### config.mk
export PLATFORM = sky130hd
export DESIGN_NAME = matrix_stream_loader
export DESIGN_NICKNAME = d
export VERILOG_FILES = /design/src/rtl/matrix_stream_loader_pkg.sv /design/src/rtl/matrix_stream_loader.sv
export SDC_FILE = /design/constraint.sdc
export NUM_CORES = 1
export LEC_CHECK = 0
export CORE_AREA = 2 2 240 242
export DETAILED_ROUTE_END_ITERATION = 6
export DIE_AREA = 0 0 242 244
export PLACE_DENSITY = 0.67
export REMOVE_ABC_BUFFERS = 1
export SYNTH_ARGS = -nofsm -noshare
export SYNTH_HDL_FRONTEND = slang
export SYNTH_SLANG_ARGS = --single-unit
### constraint.sdc
create_clock -name clk -period 37.8 [get_ports clk]
set_input_delay 5.67 -clock clk [delete_from_list [all_inputs] [get_ports clk]]
set_output_delay 5.67 -clock clk [all_outputs]
set_load 0.05 [all_outputs]
### src/rtl/matrix_stream_loader_pkg.sv
// -----------------------------------------------------------------------------
// matrix_stream_loader_pkg
//   Definitions shared by the matrix multiplier and its stream loader:
//   the loader FSM state encoding, a constant-safe ceil(log2) function and
//   the index-width / slot-position helpers.
//   No ports (package).
// -----------------------------------------------------------------------------
package matrix_stream_loader_pkg;

   typedef enum logic {
      ST_LOAD = 1'b0,   // accepting elements into x/y
      ST_FULL = 1'b1    // both operands complete, held for the consumer
   } state_e;

   // ceil(log2(value)), usable in parameter/localparam expressions.
   function automatic int clog2(input int value);
      int result;
      result = 0;
      while ((1 << result) < value) begin
         result++;
      end
      return result;
   endfunction

   // Width of the element index covering both NxN operands.
   function automatic int idx_width(input int n);
      return clog2(2 * n * n);
   endfunction

   // Bit position of the least significant bit of a slot in a flat bus.
   function automatic int slot_lsb(input int m, input int slot);
      return m * slot;
   endfunction

endpackage

### src/rtl/matrix_stream_loader.sv
// -----------------------------------------------------------------------------
// matrix_stream_loader
//   Upstream stage for the sequential matrix multiplier. Collects 2*N*N M-bit
//   elements from a valid/ready stream into operand X (first N*N elements) and
//   operand Y (next N*N), both row-major, then holds them stable and signals
//   the consumer until it acknowledges.
//
// Parameters
//   N          matrix dimension (N >= 2)
//   M          element width in bits
//
// Ports
//   clk        in   clock, rising edge
//   rst        in   asynchronous, active-high reset
//   in_valid   in   in_data holds a valid element
//   in_ready   out  element accepted this cycle when in_valid is also high
//   in_data    in   element value (M bits)
//   flush      in   synchronous abort of a partial or held load
//   mat_ack    in   consumer has finished with the held operands
//   x          out  operand X, element (r,c) at bits [M*(N*r+c+1)-1 : M*(N*r+c)]
//   y          out  operand Y, same packing as x
//   mat_valid  out  x/y complete and stable
//   mat_start  out  one-cycle pulse on the first mat_valid cycle
//   load_cnt   out  elements accepted so far in the current load
// -----------------------------------------------------------------------------
module matrix_stream_loader
   import matrix_stream_loader_pkg::*;
#(
   parameter  int N    = 3,
   parameter  int M    = 32,
   localparam int IDXW = idx_width(N)
) (
   input  logic               clk,
   input  logic               rst,
   input  logic               in_valid,
   output logic               in_ready,
   input  logic [M-1:0]       in_data,
   input  logic               flush,
   input  logic               mat_ack,
   output logic [M*N*N-1:0]   x,
   output logic [M*N*N-1:0]   y,
   output logic               mat_valid,
   output logic               mat_start,
   output logic [IDXW-1:0]    load_cnt
);

   localparam int SLOTS = 2 * N * N;
   localparam int HALF  = M * N * N;
   localparam logic [IDXW-1:0] LAST_IDX = IDXW'(SLOTS - 1);

   state_e              state_q, state_d;
   logic [IDXW-1:0]     idx_q,   idx_d;
   logic                start_q, start_d;
   logic                ready_q, ready_d;
   logic [2*HALF-1:0]   mat_q,   mat_d;   // y in the upper half, x in the lower
   logic [SLOTS-1:0]    slot_we;
   logic                handshake;

   // ready_q holds in_ready low for the first cycle out of reset.
   assign in_ready  = (state_q == ST_LOAD) && ready_q && !flush;
   assign handshake = in_valid && in_ready;

   // One-hot slot write enable decoded from the element index.
   always_comb begin
      // NOTE: every signal written in always_comb gets a default first, so no
      // path can leave it unassigned and infer a latch.
      slot_we = '0;
      for (int s = 0; s < SLOTS; s++) begin
         slot_we[s] = handshake && (idx_q == IDXW'(s));
      end
   end

   always_comb begin
      mat_d = mat_q;
      for (int s = 0; s < SLOTS; s++) begin
         if (slot_we[s]) begin
            mat_d[slot_lsb(M, s) +: M] = in_data;
         end
      end
   end

   always_comb begin
      state_d = state_q;
      idx_d   = idx_q;
      start_d = 1'b0;
      ready_d = 1'b1;
      if (flush) begin
         // Flush wins over mat_ack; stored data is left in place.
         state_d = ST_LOAD;
         idx_d   = '0;
      end else begin
         unique case (state_q)
            ST_LOAD: begin
               if (handshake) begin
                  if (idx_q == LAST_IDX) begin
                     idx_d   = '0;
                     state_d = ST_FULL;
                     start_d = 1'b1;
                  end else begin
                     idx_d = idx_q + IDXW'(1);
                  end
               end
            end
            ST_FULL: begin
               if (mat_ack) begin
                  state_d = ST_LOAD;
               end
            end
            default: state_d = ST_LOAD;
         endcase
      end
   end

   // NOTE: state is updated with non-blocking assignments so every flop
   // samples the pre-edge values of the others.
   always_ff @(posedge clk or posedge rst) begin
      if (rst) begin
         state_q <= ST_LOAD;
         idx_q   <= '0;
         start_q <= 1'b0;
         ready_q <= 1'b0;
      end else begin
         state_q <= state_d;
         idx_q   <= idx_d;
         start_q <= start_d;
         ready_q <= ready_d;
      end
   end

   // NOTE: the operand storage is reset because x/y are architecturally
   // defined as zero after reset; it is a flat register, not a RAM.
   always_ff @(posedge clk or posedge rst) begin
      if (rst) begin
         mat_q <= '0;
      end else begin
         mat_q <= mat_d;
      end
   end

   assign x         = mat_q[HALF-1:0];
   assign y         = mat_q[2*HALF-1:HALF];
   assign mat_valid = (state_q == ST_FULL);
   // start_q is only set on the LOAD->FULL edge, so it marks the first FULL cycle.
   assign mat_start = start_q;
   assign load_cnt  = idx_q;

endmodule
**Word-level counts from Yosys, hierarchy flattened**

Cells that the tools add are included.

- Reductions and logical operators: 25
- $mul: 0
- $lt $le $gt $ge: 0
- Divide/modulo/power cells: 0
- Equal/unequal tests: 18
- Bitwise gates (word level): 1
- Shifts and indexed selects: 0
- Add/subtract/negate cells: 1
- Multiplexer cells: 11

Operator list:

| cell | number |
|---|---|
| 5-bit by 4-bit equality test with 1-bit output (second input constant) | 8 |
| 1-bit logical AND | 21 |
| 5-bit by 3-bit equality test with 1-bit output (second input constant) | 4 |
| 5-bit 2-to-1 mux | 4 |
| 5-bit by 2-bit equality test with 1-bit output (second input constant) | 2 |
| 5-bit equality test (second input constant) | 2 |
| 1-bit 2-to-1 mux | 6 |
| 5-bit by 1-bit adder with 5-bit output (second input constant) | 1 |
| 5-bit by 1-bit equality test with 1-bit output (second input constant) | 1 |
| 5-bit logical NOT | 1 |
| 2-bit != test (second input constant) | 1 |
| 1-bit case mux with 2 select lines | 1 |
| 2-bit AND reduction | 1 |
| 2-bit nonzero test | 1 |
| 1-bit logical NOT | 1 |
| 1-bit inverter | 1 |

- Bits in latches: 0
- RAM bits: 0
- Memories: 0
- Register bits after elaboration: 584
- Bits in read-only memories: 0
- Input bits: 37
- Word-level logic and storage cells: 78

**Depth between registers and ports, before layout**

- Depth in word-level cells: 7
- Depth in mapped cells: 7
- Mapped depth without buffers: 5

**Worst setup path after synthesis**

OpenSTA, ideal clock, no wires.

- Path kind: input to output
- Start point: input flush
- End point: output in_ready
- Stages on the path: 2
- Path buffers: 1
- Slack: 25.164 ns
- Arrival time: 6.966 ns
- Cell sequence: buf_2 > nor3b_1

- Longest elaborated chain between the ends: 2

RTL lines:

| what | line | RTL |
|---|---|---|
| start: declaration | matrix_stream_loader.sv:38 | `input logic flush,` |
| 1-bit logical NOT | matrix_stream_loader.sv:60 | `assign in_ready = (state_q == ST_LOAD) && ready_q && !flush;` |
| 1-bit logical AND | matrix_stream_loader.sv:60 |  |
| end: declaration | matrix_stream_loader.sv:36 | `output logic in_ready,` |

Every way passes these cells.

**Worst setup path after layout**

Same ends and word-level chain as after synthesis.

==> results.cfg <==
[route]
drcViolationCount = 0
wirelength_um = 70600
vias = 13800
drtIter0Drc = 577
drtPass1Iterations = 5
wire_per_inst_um = 25.9
vias_per_cell = 5.08
drtAntennaViolNets = 0

[setup_path]
worst_ep_required_time_ns = 32.13
cp-startpoint = flush
endpoint_kind = output port
path_max_fanout = 8
critPathLaunchType = primary input
crit_type = primary input to output port
critPathArrivalTime_ns = 7.32
reg2reg_slack_ns = 34.37
r2r_start = mat_valid
rr_worst_depth = 4
r2r-end = mat_q[23]

[synth]
synth_cell_types = 31
ys_seq_elements = 584
synth_cells = 1316
yosys_warnings = 0
synth_area_per_cell_um2 = 16.8
yosysSeqAreaShare_pct = 66.3
syn_area_um2 = 22100

[clock_network]
cts_root_buf = clkbuf_16
clock-sinks = 584
post_cts_buffers = 0
clock_latency_ns = 0.61
clockBufferDepth = 3
cts_max_level = 2
cts_tree = done
ctsResizeCount = 0
cts-hold-fix-buffers = 0
cts_buffers = 61
clk_pin_slew_ns = 0.06

[placement]
dp_slack_ns = 24.80
placed_cell_area_um2 = 28900
gp_congestion = 0.773
port-buffer-count = 620
dp_hpwl_um = 45900

[die]
core_area_um2 = 56200
dieArea_um2 = 59000
start_util_pct = 39.3
rows = 87
num_io_pins = 621
die_w_um = 242
fp.dieH_um = 244

[global_route]
antenna_found_initial = 0
grt_pass1_vias = 14600
grt_start_max_net_pins = 175
grtUsageTotal_pct = 23.6
grt_pass1_wl_um = 103000
grt_remaining_overflow = 0

[timing]
period_minus_slack_ns = 12.99
grt_setup_unrepaired = false
relSlewSlack_pct = 16.8
fin_ws_ns = 24.81
hold_viol = 0
max_freq_mhz = 77.0
clock_skew_ns = 0.0116
min_period_over_period_pct = 34.4
worstMarginPinSlew_ns = 1.25
fin_tns_setup_ns = 0
slew_viol_final = 0
final-setup-viol-count = 0

[worst_hold_path]
holdPathStages = 1
hold_path_class = flip-flop to flip-flop
hp-start = mat_q[394]
hold_end = mat_q[394]

[run_status]
outcome = completed

[cells_and_area]
fin_nets = 1966
area_growth_pct = 40.2
final_common_cell = clkdlybuf4s50_1
drive_above_1_share_pct = 34.3
fin_area_um2 = 30900
final_cell_mix = 620 x clkdlybuf4s50_1, 584 x dfrtp_1, 546 x mux2_2, 61 x clkbuf_16, 30 x mux2_1

[pwr]
vdd_ir_drop_max_mv = 0.0312
p_leak_uw = 0.0149
power_density_nw_per_um2 = 46.2

[job]
max_cap_violations = 0
==> critical path, cell delays in order <==
cell and delay, ns:
clkdlybuf4s50_1 0.57, nor3b_1 0.24, clkdlybuf4s50_1 0.83
==> flip-flops by register name, indices dropped and copies added (netlist names) <==
| name | count |
|---|---|
| ready_q | 1 |
| mat_start | 1 |
| mat_q | 576 |
| mat_valid | 1 |
| load_cnt | 5 |
==> per-stage QoR <==
step / util [%] / cells / hold slack, ns / power (uW)
finish: 55.1 / 2725 / 0.483 / 1430
global route: 55.1 / 2724 / 0.500 / 1480
CTS: 55.1 / 2724 / 0.489 / 1450
detailed placement: 51.5 / 2617 / 0.475 / 846
global placement: 51.5 / 2617 / 0.470 / 843
floorplan: - / 1221 / 0.683 / 775
==> synthesized netlist by cell type, drive strengths merged <==
cell       n  area, um2
a21oi      5       25.0
a2bb2oi    1       8.76
and2b      1       7.51
and3       1       6.26
and3b      1       8.76
and4       3       26.3
and4bb     1       12.5
buf       59        327
clkbuf    36        135
conb       1       3.75
dfrtp    584      14600
ha         5       62.6
inv        7       26.3
mux2     576       6490
nand2      4       15.0
nand3     11       75.1
nand3b     2       15.0
nand4      2       27.5
nand4b     5        104
nand4bb    1       11.3
nor2       2       7.51
nor2b      4       25.0
nor3b      1       7.51
o21ai      2       10.0
or3        1       6.26
==> where the power goes <==
group	internal (uW)	switching (uW)
registers	647	11.5
clock network	353	243
logic	55.2	120
total	1050	374
==> cell type report <==
cell class,count,area [um2]
multi-input cells,630,6980
flip-flops and latches,584,14600
repair buffers,640,6370
clock buffers,88,1750
well taps,756,946
clock inverters,19,234
inverters,7,33.8
diodes,1,2.50
fillers,4559,25200
==> worst max-delay path by stage <==
stage                       end  slack (ns)  cells past startpoint
floorplan           load_cnt[0]       15.79                      1
global placement       in_ready       24.79                      3
detailed placement     in_ready       24.80                      3
CTS                    in_ready       24.81                      3
global route           in_ready       24.71                      3
finish                 in_ready       24.81                      3
==> logic make-up after synthesis <==
logic type	synth area share, %
simple gates	1.61
buf+inv	2.21
mux	29.4
other cells	0.0170
compound gates	0.199
fa+ha+maj	0.284
flops	66.3
==> metal layers <==
metal,up-vias,GRT usage (%),share of wire [%]
met2,465,39.8,49
met3,89,7.87,8.0
met4,0,5.95,2.2
met1,7429,29.2,41
met5,-,0,0
li1,5862,-,-
No activity file was read; power rests on OpenSTA's default activity.
